`src/rtl/fetch_sequencer.sv`:
```
// Instruction fetch sequencer: walks fetch_pc through a combinational-read
// instruction memory and buffers {pc, instruction} pairs in a 2-entry FIFO for the decoder.
module fetch_sequencer #(
  parameter int          IMEM_BYTES = 88,
  parameter logic [31:0] RESET_PC   = 32'h0
) (
  input  logic        clk,
  input  logic        reset,
  output logic [31:0] imem_addr,
  input  logic [31:0] imem_rdata,
  output logic        inst_valid,
  input  logic        inst_ready,
  output logic [31:0] inst_data,
  output logic [31:0] inst_pc,
  input  logic        redirect_valid,
  input  logic [31:0] redirect_pc,
  input  logic        halt,
  output logic        fault
);

  typedef enum logic [1:0] {
    FETCH  = 2'd0,
    HALTED = 2'd1,
    FAULT  = 2'd2
  } state_t;

  state_t      r_state;
  logic [31:0] r_fetchPc;
  logic [31:0] r_entryPc   [2];
  logic [31:0] r_entryData [2];
  logic        r_head;
  logic [1:0]  r_count;

  state_t      w_stateNext;
  logic [31:0] w_fetchPcNext;
  logic        w_push;
  logic        w_flush;
  logic        w_pop;
  logic        w_legal;
  logic        w_room;
  logic        w_tail;

  assign imem_addr  = r_fetchPc;
  assign inst_valid = (r_count != 2'd0);
  assign inst_pc    = inst_valid ? r_entryPc[r_head]   : 32'h0;
  assign inst_data  = inst_valid ? r_entryData[r_head] : 32'h0;
  assign fault      = (r_state == FAULT);

  assign w_pop   = inst_valid && inst_ready;
  // 33-bit compare so a fetch_pc near 2^32 cannot wrap into the legal range
  assign w_legal = (r_fetchPc[1:0] == 2'b00) &&
                   (({1'b0, r_fetchPc} + 33'd4) <= 33'(IMEM_BYTES));
  assign w_room  = (r_count != 2'd2) || w_pop;
  assign w_tail  = r_head ^ r_count[0];

  always_comb begin
    w_stateNext   = r_state;
    w_fetchPcNext = r_fetchPc;
    w_push        = 1'b0;
    w_flush       = 1'b0;
    if (redirect_valid) begin
      w_flush       = 1'b1;
      w_fetchPcNext = redirect_pc;
      if (r_state == FAULT) w_stateNext = FETCH;
    end else begin
      case (r_state)
        FETCH: begin
          if (halt) begin
            w_stateNext = HALTED;
          end else if (w_room) begin
            if (w_legal) begin
              w_push        = 1'b1;
              w_fetchPcNext = r_fetchPc + 32'd4;
            end else begin
              w_stateNext = FAULT;
            end
          end
        end
        HALTED: begin
          if (!halt) w_stateNext = FETCH;
        end
        FAULT: begin
          w_stateNext = FAULT;
        end
        default: begin
          w_stateNext = FETCH;
        end
      endcase
    end
  end

  always_ff @(posedge clk) begin
    if (reset) begin
      r_state   <= FETCH;
      r_fetchPc <= RESET_PC;
      r_head    <= 1'b0;
      r_count   <= 2'd0;
    end else begin
      r_state   <= w_stateNext;
      r_fetchPc <= w_fetchPcNext;
      if (w_flush) begin
        r_head  <= 1'b0;
        r_count <= 2'd0;
      end else begin
        if (w_push) begin
          r_entryPc[w_tail]   <= r_fetchPc;
          r_entryData[w_tail] <= imem_rdata;
        end
        if (w_pop) r_head <= ~r_head;
        case ({w_push, w_pop})
          2'b10:   r_count <= r_count + 2'd1;
          2'b01:   r_count <= r_count - 2'd1;
          default: r_count <= r_count;
        endcase
      end
    end
  end

endmodule
```
`config.mk`:
```
export PLATFORM = sky130hd
export DESIGN_NAME = fetch_sequencer
export DESIGN_NICKNAME = d
export VERILOG_FILES = /design/src/rtl/fetch_sequencer.sv
export SDC_FILE = /design/constraint.sdc
export NUM_CORES = 1
export LEC_CHECK = 0
export CORE_ASPECT_RATIO = 0.6
export CORE_UTILIZATION = 25
export CTS_CLUSTER_DIAMETER = 40
export DETAILED_ROUTE_END_ITERATION = 7
export DONT_BUFFER_PORTS = 1
export PLACE_DENSITY = 0.46
export SLEW_MARGIN = 5
export SYNTH_ARGS = -nofsm -noshare
export SYNTH_HDL_FRONTEND = slang
export SYNTH_SLANG_ARGS = --single-unit
```
`constraint.sdc`:
```
create_clock -name clk -period 20.6 [get_ports clk]
set_input_delay 4.12 -clock clk [delete_from_list [all_inputs] [get_ports clk]]
set_output_delay 4.12 -clock clk [all_outputs]
set_load 0.02 [all_outputs]
```
* After elaboration in Yosys (flattened, before gate mapping)
Memory sizes are Yosys's and may differ from the RTL's. A register that Yosys moved wholly into a read port is not among the register bits.
Index checks and enable logic that the tools add are counted.
** Storage, ports and cells
- Flip-flop bits (word level) :: 37
- RAM bits :: 128
- Bits of input ports :: 69
- Output and inout bits :: 98
- Word-level logic and storage cells :: 65
- Memories kept :: 2
** Memory list
- r_entryData :: words 2, width 32, read ports 1, clocked after Yosys merged registers in 1, write ports 1, line 30 : logic [31:0] r_entryData [2];
- r_entryPc :: words 2, width 32, read ports 1, clocked after Yosys merged registers in 1, write ports 1, line 29 : logic [31:0] r_entryPc [2];
** Operators by class
- Add/sub/neg operators :: 4
- $lt $le $gt $ge :: 1
- Equality and inequality tests :: 10
- Muxes and demuxes :: 29
- Bitwise operators :: 2
- Reduce and logical (&&, ||, !) cells :: 13
** Operators by type and width (number)
- $mux 32 :: 7
- $add 32x3->33 const B :: 1
- $le 33x7->1 const B :: 1
- $add 32x3->32 const B :: 1
- $mux 1 :: 14
- $mux 2 :: 6
- $reduce_bool 2->1 :: 5
- $ne 4x4->1 const B :: 2
- $reduce_and 4->1 :: 2
- $pmux 2 s3 :: 1
- $eq 2x1->1 const B :: 2
- $eq 2x2->1 const B :: 2
- $logic_not 2->1 :: 2
- $ne 2x2->1 const B :: 2
- $pmux 2 s2 :: 1
- $ne 3x3->1 const B :: 1
- $add 2x1->2 const B :: 1
- $logic_and 1x1->1 :: 2
- $ne 2x1->1 const B :: 1
- $reduce_or 2->1 :: 1
- $sub 2x1->2 const B :: 1
- $logic_or 1x1->1 :: 1
- $not 1->1 :: 1
- $xor 1x1->1 :: 1

* Depth between registers and ports, before layout
- Depth in word-level cells :: 12
- Gate-level depth with buffers :: 13
- Mapped depth without buffers :: 13

* Worst setup path before layout
No wires, ideal clock.
- Path kind :: input port to flip-flop
- Start point :: input port inst_ready
- End point :: memory r_entryData[1][0], enable pin
- Setup time :: 578 ps
- Data arrival time :: 9811 ps
- Data required time :: 20022 ps
- Path slack :: 10211 ps
- Stages on the path :: 7
- Buffers on the path :: 0
- Path through :: nor2_1 > a211o_1 > nor2_1 > o21ai_0 > a211oi_2 > nand3_4 > nor3b_1
** Between the ends
- Longest elaborated chain between the ends :: 10
** Ends and longest elaborated chain
- start: declaration :: line 12 : input logic inst_ready,
- $logic_and 1x1->1 :: line 49 : assign w_pop = inst_valid && inst_ready;
- $logic_or 1x1->1 :: line 53 : assign w_room = (r_count != 2'd2) || w_pop;
- $mux 1 :: line 70 : end else if (w_room) begin
- $mux 1 :: line 68 : if (halt) begin
- $mux 1 :: line 66 : case (r_state)
- $mux 1 :: line 61 : if (redirect_valid) begin
- $mux 1 :: line 105 : if (w_push) begin
- $mux 1 :: line 101 : if (w_flush) begin
- $mux 1 :: line 93 : if (reset) begin
- $mux 1 (not written as such) :: line 107 : r_entryData[w_tail] <= imem_rdata;
- end: declaration :: line 30
No other way between the ends.

==> results.md <==
- Leak Pwr: roughly 0.0026 uW
- Maximum vdd drop: 0.0000414 V
- Post-route cell area: about 0.008 sq mm
- Worst Path Arrival: around 2.3 ns
- Max-cap violations: 0
- YS warnings: 0
- Tot Pwr: roughly 720 uW
- Sw Ratio: a little under a quarter
- Power per cell area: between 80 and 90 mW/mm^2
- I/O pins: ~170
- Status: completed
- Number of flops mapped to enable cells by yosys: ~130
- Worst-Skew Late Latency: 0.44 ns
- Final setup vio count: 0
- Area of the die: ~0.029 sq mm
- Critical path capture point type: output port
- Initial detailed-routing violation count: around 280
- Clock sinks: approximately 170
- Clock share of power: between 40 and 50%
- Die Y: around 130 microns
- Syn_area_per_cell: ~13 sq um
- Syn-to-layout area delta: 13.7%
- Max frequency: between 150 and 200 MHz
- Die W: approximately 220 microns
- Dpl cell area: roughly 0.0074 sq mm
- Cts hold-fix bufs: 0
- Slew headroom: around a fifth
- Synth async-reset ratio: 0%
- Hold path depth: 2
- Dominant cells by area after synthesis: edfxtp_1 (54%), mux2i_1 (13%), dfxtp_1 (11%)
- Wire per inst: 19.3 microns
- Final net count: 593
- Port bufs: 0
- Commonest cells post-synth: edfxtp_1 (128), nor2_1 (111), mux2i_1 (93)
- Yosys reg bits: approximately 170
- Critical path type: flip-flop to output port
- Slew @ Worst Pin: roughly 1.2 ns
- Number of cells on the critical path: 2
- Critical path startpoint category: flip-flop
- Register area share after synthesis: between 60 and 70%
- Largest net degree at the start of global routing: 65
- CP bufs+invs: 0
- TritonCTS Buffers: 17
- Comb power frac: under 10%
- Post-synth top flop: edfxtp_1
- Vias after detailed routing: roughly 4100
- Worst path required time: between 15 and 20 ns
- Top-area cell type share of the netlist area: a little over half
- Mapped Nets: roughly 600
- Total gr overflow: 0
- Final HPWL DP: about 12 mm
- Clk root buf: clkbuf_16
- Post-Route WL: 17.4 mm
- Ratio of final minimum period to clock period: 31.3%
- Clk buf depth: 2
- H-tree depth: 4
- CP max stage cell: dfxtp_4
- Post CTS Setup Buffer Count: 0
- Post-route setup TNS: 0 ns
- N_diodes: 0
- RSZ-0062 raised after global routing: false
- Worst Hold Class: flip-flop to flip-flop
- Synth area leader: edfxtp_1
- Starting Density: approximately a quarter
- Sequential Power Share: 53.1%
- Pint: around 550 uW
- Largest delay share family, worst path: flip-flops
- R2R cell count: 9
- All-Layer GR Usage: roughly 12%
- P_sw: 171 uW
- Fin crit period: approximately 6.5 ns
- PostCTS Resize Cnt: 0
- Rows: 47
- First-pass iteration count of the detailed router: 4
- Post-Syn Area: between 0.007 and 0.008 sq mm
- Vias in the first global route: about 4100
- Finished Layout Cells: around 900
- Synth unique cells: 60
- TritonCTS clock tree: done
- Vias per cell: ~4.5
- Core Region: about 0.028 sq mm
- Count leader, synth: edfxtp_1
- Max incr delay on CP: just over 1 ns
- Placed cells: about 870
- Fin. Hold Viols: 0
- Fin. max-slew vios: 0
- Clock Skew: about 0.010 ns
- CTS clk-pin slew, worst paths: 0.07 ns
- CP Cell Sequence: mux2i_1 > nor2_1
- DRC Markers: 0
- Final Util: between 20% and 30%
- Post-Synthesis Cells: 526
- First-pass GRT wire length: approximately 26 mm
- RePlAce Congestion: a little over 0.7
- Crit path max fanout: between 60 and 70
- Antenna-violating nets left: 0
- Initial antenna violation count: 0
- Layout cell share with drive strength beyond 1: a little over a tenth
==> sequential cells by signal, summed over array words and instances, names as in the netlist, named ones only <==
register / cells
r_state: 2
r_count: 2
r_entryData: 64
r_entryPc: 64
r_head: 1
imem_addr: 32
==> cell usage in the layout, fill, tap and decap left out, drive strengths merged, types with 5 or more instances in the layout <==
| cell type | count |
|---|---|
| mux2i | 93 |
| a211oi | 6 |
| nand2 | 8 |
| xor2 | 5 |
| buf | 5 |
| inv | 13 |
| nand4 | 9 |
| clkinv | 5 |
| xnor2 | 11 |
| nor3 | 5 |
| clkbuf | 17 |
| nor2 | 111 |
| dfxtp | 38 |
| nor4 | 6 |
| nand3 | 13 |
| edfxtp | 128 |
| o21ai | 8 |
==> metrics by stage <==
| stage | hold WS [ns] | worst slack [ns] |
|---|---|---|
| global placement | 0.528 | 14.15 |
| finish | 0.560 | 14.15 |
| detailed placement | 0.541 | 14.06 |
| floorplan | 0.472 | 10.21 |
| CTS | 0.554 | 14.09 |
| global route | 0.586 | 13.99 |
==> power groups by stage <==
stage	Sequential [uW]	Clock [uW]	Combinational [uW]
finish	380	316	19.3
global route	382	340	21.7
CTS	381	328	19.7
detailed placement	388	0	19.5
global placement	388	0	19.2
floorplan	382	0	20.0
==> cell families (layout without fill, tap and decap cells) <==
group,after synthesis,in the layout,share of synthesized area (%)
flops,166,166,65.3
compound gates,39,39,4.28
mux,94,94,13.4
buf+inv,34,42,2.20
simple gates,174,174,12.4
fa+ha+maj,3,3,0.532
xor+xnor,16,16,1.99
==> worst min-delay path, stage by stage (launching register included) <==
cell     delay (ns)
dfxtp_1        0.36
o21ai_0        0.09
a21oi_1        0.06
==> per-layer routing <==
metal	vias up	wire length [microns]	global-route usage (%)
li1	1937	-	-
met3	18	1630	5.12
met1	2018	8220	16.8
met4	0	201	4.21
met5	-	0	0
met2	119	7380	17.3
==> path summary, 6_finish.rpt <==
check	start	to	slack [ns]
setup / recovery	flip-flop	inst_pc[15]	14.15
hold / removal	r_count[1]	r_count[1]	0.56
setup reg to reg	imem_addr[2]	r_entryData[0][22]	16.65
hold reg to reg	r_count[1]	r_count[1]	0.56
==> layout make-up <==
| cell class | instances | area, sq um |
|---|---|---|
| fillers | 2769 | 19600 |
| flip-flops and latches | 166 | 4610 |
| multi-input cells | 326 | 2310 |
| well taps | 367 | 459 |
| clock buffers | 17 | 425 |
| clock inverters | 15 | 159 |
| repair buffers | 5 | 37.5 |
| inverters | 5 | 18.8 |
Power figures use the tool's default switching activity.
